File: config.mk
export PLATFORM = sky130hd
export DESIGN_NAME = cdb_arbiter
export DESIGN_NICKNAME = d
export VERILOG_FILES = /design/src/rtl/cdb_arbiter_pkg.sv /design/src/rtl/cdb_arbiter_rr_arbiter.sv /design/src/rtl/cdb_arbiter.sv
export SDC_FILE = /design/constraint.sdc
export NUM_CORES = 1
export LEC_CHECK = 0
export ABC_AREA = 1
export BUFFER_PORTS_ARGS = -buffer_cell sky130_fd_sc_hd__buf_2
export CORE_UTILIZATION = 40
export DETAILED_ROUTE_END_ITERATION = 7
export SKIP_CTS_REPAIR_TIMING = 1
export SYNTH_ARGS = -nofsm -noshare
export SYNTH_HDL_FRONTEND = slang
export SYNTH_SLANG_ARGS = --single-unit
File: constraint.sdc
create_clock -name clk -period 4.23 [get_ports clk]
set_clock_uncertainty 0.15 [all_clocks]
set_input_delay 1.0575 -clock clk [delete_from_list [all_inputs] [get_ports clk]]
set_output_delay 1.0575 -clock clk [all_outputs]
set_load 0.01 [all_outputs]
File: src/rtl/cdb_arbiter_pkg.sv
// Shared definitions for the CDB arbiter: requester indices, default widths,
// the held-result record and a small occupancy helper.
package cdb_arbiter_pkg;

    localparam int REQ_INT  = 0;
    localparam int REQ_LDST = 1;
    localparam int REQ_MUL  = 2;
    localparam int REQ_DIV  = 3;

    localparam int DEF_TAG_WIDTH  = 6;
    localparam int DEF_DATA_WIDTH = 32;
    localparam int DEF_NUM_REQ    = 4;

    typedef struct packed {
        logic [DEF_TAG_WIDTH-1:0]  tag;
        logic [DEF_DATA_WIDTH-1:0] data;
        logic                      branch;
        logic                      taken;
    } cdb_result_t;

    function automatic logic [2:0] count_held(input logic [DEF_NUM_REQ-1:0] v);
        logic [2:0] cnt;
        cnt = '0;
        for (int i = 0; i < DEF_NUM_REQ; i++) begin
            cnt = cnt + 3'(v[i]);
        end
        return cnt;
    endfunction

endpackage

File: src/rtl/cdb_arbiter_rr_arbiter.sv
// Combinational round-robin pick: first set request at or after ptr, wrapping.
// The pointer itself is owned and advanced by the parent.
module cdb_arbiter_rr_arbiter #(
    parameter int N  = 4,
    parameter int PW = (N > 1) ? $clog2(N) : 1
) (
    input  logic [N-1:0]  req,
    input  logic [PW-1:0] ptr,
    output logic [N-1:0]  grant
);

    logic          found;
    logic [PW-1:0] idx;

    always_comb begin
        grant = '0;
        found = 1'b0;
        idx   = '0;
        for (int i = 0; i < N; i++) begin
            idx = PW'((int'(ptr) + i) % N);
            if (!found && req[idx]) begin
                grant[idx] = 1'b1;
                found      = 1'b1;
            end
        end
    end

endmodule

File: src/rtl/cdb_arbiter.sv
// Common Data Bus arbiter: one holding slot per execution requester, a
// round-robin pick each cycle, and registered CDB broadcast outputs.
module cdb_arbiter
    import cdb_arbiter_pkg::*;
#(
    parameter int DATA_WIDTH = DEF_DATA_WIDTH,
    parameter int TAG_WIDTH  = DEF_TAG_WIDTH,
    parameter int NUM_REQ    = DEF_NUM_REQ
) (
    input  logic                          clk,
    input  logic                          reset,
    input  logic [NUM_REQ-1:0]            req_valid,
    input  logic [NUM_REQ*TAG_WIDTH-1:0]  req_tag,
    input  logic [NUM_REQ*DATA_WIDTH-1:0] req_data,
    input  logic [NUM_REQ-1:0]            req_branch,
    input  logic [NUM_REQ-1:0]            req_taken,
    output logic [NUM_REQ-1:0]            req_ready,
    output logic                          CDB_valid,
    output logic [TAG_WIDTH-1:0]          CDB_tag,
    output logic [DATA_WIDTH-1:0]         CDB_data,
    output logic                          CDB_branch,
    output logic                          CDB_branch_taken,
    output logic [NUM_REQ-1:0]            cdb_grant,
    output logic [2:0]                    cdb_pending
);

    localparam int PW = (NUM_REQ > 1) ? $clog2(NUM_REQ) : 1;

    logic [NUM_REQ-1:0] held;
    logic [NUM_REQ-1:0] win;
    logic [NUM_REQ-1:0] accept;
    logic [NUM_REQ-1:0] held_nxt;
    cdb_result_t        slot_q [NUM_REQ];
    cdb_result_t        sel;
    logic [PW-1:0]      rr_ptr;
    logic [PW-1:0]      win_idx;

    cdb_arbiter_rr_arbiter #(.N(NUM_REQ), .PW(PW)) u_rr (
        .req   (held),
        .ptr   (rr_ptr),
        .grant (win)
    );

    // Ready is masked while reset is asserted so nothing is handed off into
    // a slot that is being cleared.
    assign req_ready = reset ? (~held | win) : '0;
    assign accept    = req_valid & req_ready;
    assign held_nxt  = (held & ~win) | accept;

    for (genvar k = 0; k < NUM_REQ; k++) begin : g_slot
        logic        held_r;
        cdb_result_t slot_r;

        always_ff @(posedge clk) begin
            if (!reset) begin
                held_r <= 1'b0;
                slot_r <= '0;
            end else begin
                held_r <= held_nxt[k];
                if (accept[k]) begin
                    slot_r <= '{tag:    req_tag[k*TAG_WIDTH +: TAG_WIDTH],
                                data:   req_data[k*DATA_WIDTH +: DATA_WIDTH],
                                branch: req_branch[k],
                                taken:  req_taken[k]};
                end
            end
        end

        assign held[k]   = held_r;
        assign slot_q[k] = slot_r;
    end

    always_comb begin
        sel     = '0;
        win_idx = '0;
        for (int k = 0; k < NUM_REQ; k++) begin
            if (win[k]) begin
                sel     = slot_q[k];
                win_idx = PW'(k);
            end
        end
    end

    always_ff @(posedge clk) begin
        if (!reset) begin
            rr_ptr           <= '0;
            CDB_valid        <= 1'b0;
            CDB_tag          <= '0;
            CDB_data         <= '0;
            CDB_branch       <= 1'b0;
            CDB_branch_taken <= 1'b0;
            cdb_grant        <= '0;
            cdb_pending      <= '0;
        end else begin
            CDB_valid        <= |win;
            cdb_grant        <= win;
            CDB_branch       <= (|win) & sel.branch;
            CDB_branch_taken <= (|win) & sel.branch & sel.taken;
            cdb_pending      <= count_held(held_nxt);
            // Tag/data keep their last value when idle; only valid cycles matter.
            if (|win) begin
                CDB_tag  <= sel.tag;
                CDB_data <= sel.data;
                rr_ptr   <= (win_idx == PW'(NUM_REQ - 1)) ? '0 : win_idx + PW'(1);
            end
        end
    end

endmodule

==> results.sh <==
export IMPL_syn_nets=1482
export IMPL_clkTransAtPathRegs_ns=0.06
export IMPL_wire_per_inst_um=17.1
export IMPL_yosysWarningCount=0
export IMPL_p_per_area_nw_per_um2=699
export IMPL_gr_total_overflow=0
export IMPL_slew_limit_headroom_pct=43.9
export IMPL_finalSetupViolCount=0
export IMPL_drive_gt1_share_pct=20.9
export IMPL_numCtsBuffers=24
export IMPL_dp_cells=1732
export IMPL_fin_crit_sh_pct=95.5
export IMPL_critPathCaptureType="output port"
export IMPL_die_h_um=154
export IMPL_synth_distinct_cells=29
export IMPL_antenna_found_initial=1
export IMPL_die_area_um2=23800
export IMPL_h_tree_depth=1
export IMPL_synth_edf_count=0
export IMPL_core_area_um2=22700
export IMPL_grt_usage_pct=25.4
export IMPL_clock_sinks=214
export IMPL_cts_tree="done"
export IMPL_cp_cell_sequence="inv_1, ha_1, inv_1, nand3_1, nand2_1, nand2_4, nor2_4, nand2_1, nand3b_4, inv_4, a21oi_4, buf_2"
export IMPL_finalWirelength_um=30400
export IMPL_p_leak_nw=5.78
export IMPL_synth_area_leaders="dfxtp_1, nand3_1, nand2_1"
export IMPL_netlist_area_um2=9270
export IMPL_grt_max_degree=71
export IMPL_ys_async_sr_fraction_pct=0
export IMPL_drc=0
export IMPL_holdWs_ns=0.300
export IMPL_finish_instance_area_um2=11300
export IMPL_root_buffer="clkbuf_16"
export IMPL_drv_cap=0
export IMPL_placed_area_um2=10400
export IMPL_rsz0062_at_grt="false"
export IMPL_ys_seq_area_share_pct=46.2
export IMPL_status="complete, no violations"
export IMPL_area_delta_synth_final_pct=21.7
export IMPL_required_ns=3.02
export IMPL_initial_utilization_pct=40.8
export IMPL_worstPathArrival_ns=2.83
export IMPL_critPathMaxStageDelay_ns=0.41
export IMPL_power_mw=7.88
export IMPL_synth_top_area_share_pct=46.2
export IMPL_crit_type="reg -> out"
export IMPL_place_hpwl_um=21000
export IMPL_cp_num_buf_inv=4
export IMPL_synth_avg_cell_area_um2=7.09
export IMPL_viasPerCell=5.21
export IMPL_vias=9276
export IMPL_hold_start="CDB_data[18]"
export IMPL_cp_top_family="simple AND/OR/NAND/NOR gates"
export IMPL_numPortBuffers=217
export IMPL_hold_path_class="reg -> reg"
export IMPL_first_iter_violations=635
export IMPL_ant_nets=0
export IMPL_synthFlopType="dfxtp_1"
export IMPL_rows=55
export IMPL_ir_drop_v=0.000428
export IMPL_drt_first_pass_iters=5
export IMPL_start_kind="register"
export IMPL_worst_pin_slew_ns=0.839
export IMPL_syn_inst=1307
export IMPL_layout_cells_non_filler=1779
export IMPL_maxSlewViolCount=0
export IMPL_nets=1652
export IMPL_crit_fanout=15
export IMPL_ys_ff_latch=214
export IMPL_grt_pass1_vias=8871
export IMPL_fillerInstances=2385
export IMPL_fmax_mhz=248
export IMPL_place_congestion=0.944
export IMPL_clockBufferDepth=3
export IMPL_yosysMostFrequentCell="nand3_1"
export IMPL_synth_top_area_cell="dfxtp_1"
export IMPL_crit_slowest_cell="dfxtp_2"
export IMPL_critPathLaunch="rr_ptr[1]"
export IMPL_ioPinCount=218
export IMPL_r2r_start="rr_ptr[1]"
export IMPL_clock_latency_ns=0.52
export IMPL_hold_viol=0
export IMPL_fin_crit_ns=4.04
export IMPL_fp_dieW_um=154
export IMPL_grt_pass1_wl_um=47300
export IMPL_synth_common_cells="nand3_1, nand2_1, dfxtp_1"
[registers in the layout, indices dropped and copies added (netlist names)]
register	flops
CDB_branch	1
cdb_grant	4
CDB_valid	1
CDB_branch_taken	1
g_slot.held_r	4
CDB_data	32
CDB_tag	6
g_slot.slot_r	160
rr_ptr	2
cdb_pending	3
[final cells by class]
| cell class | count | area, um2 | share of cell area (%) |
|---|---|---|---|
| clock buffers | 34 | 688 | 6.10 |
| multi-input cells | 947 | 4360 | 38.7 |
| inverters | 45 | 176 | 1.56 |
| clock inverters | 8 | 101 | 0.899 |
| diodes | 1 | 2.50 | 0.0222 |
| flip-flops and latches | 214 | 4290 | 38.0 |
| repair buffers | 245 | 1300 | 11.5 |
| well taps | 285 | 357 | 3.16 |
[worst min-delay path: stages, from the launching register on]
cell,delay (ns)
dfxtp_1,0.30
nand2_1,0.06
nand2_1,0.04
[routing by layer]
metal | track usage (%) | vias up | wire (um)
met3 | 4.29 | 54 | 1790
met2 | 44.7 | 294 | 14900
met5 | 0 | - | 0
met4 | 8.48 | 0 | 968
met1 | 31.5 | 4293 | 12700
li1 | - | 4635 | -
[cell families (layout without fill, tap and decap cells)]
logic type	Yosys count	after routing	share of synthesized area [%]
AO/OA/AOI/OAI	81	81	4.59
adder cells (fa/ha/maj)	9	9	1.30
buffers and inverters	146	332	6.79
flip-flops	214	214	46.2
other	0	1	0
AND/OR/NAND/NOR	857	857	41.1
[cells in the final DEF (no fill, tap or decap), drive strengths merged]
master / count
a21oi: 55
a311oi: 1
buf: 245
bufinv: 2
clkbuf: 34
clkinv: 9
dfxtp: 214
diode: 1
fa: 1
ha: 8
inv: 42
nand2: 381
nand3: 393
nand3b: 1
nor2: 80
nor3: 1
o21ai: 21
o22ai: 4
or2: 1
[per-stage QoR]
stage | setup TNS, ns | utilization, % | worst slack [ns]
global route | 0 | 49.6 | 0.00194
detailed placement | 0 | 45.9 | 0.381
global placement | 0 | 45.9 | 0.577
CTS | -0.171 | 49.4 | -0.0983
finish | 0 | 49.6 | 0.190
floorplan | 0 | - | 0.735
[final timing paths]
path | to | slack (ns) | cells after the start
max | req_ready[0] | 0.19 | 12
min | CDB_data[18] | 0.30 | 2
min reg2reg | CDB_data[18] | 0.30 | 2
max reg2reg | cdb_pending[1] | 0.57 | 19
[where the power goes]
group	internal, mW	total [mW]	switching, mW
Clock	1.25	2.09	0.837
Combinational	0.954	3.17	2.22
Sequential	2.41	2.62	0.210
Total	4.62	7.88	3.26
(Power assumes the default switching activity.)
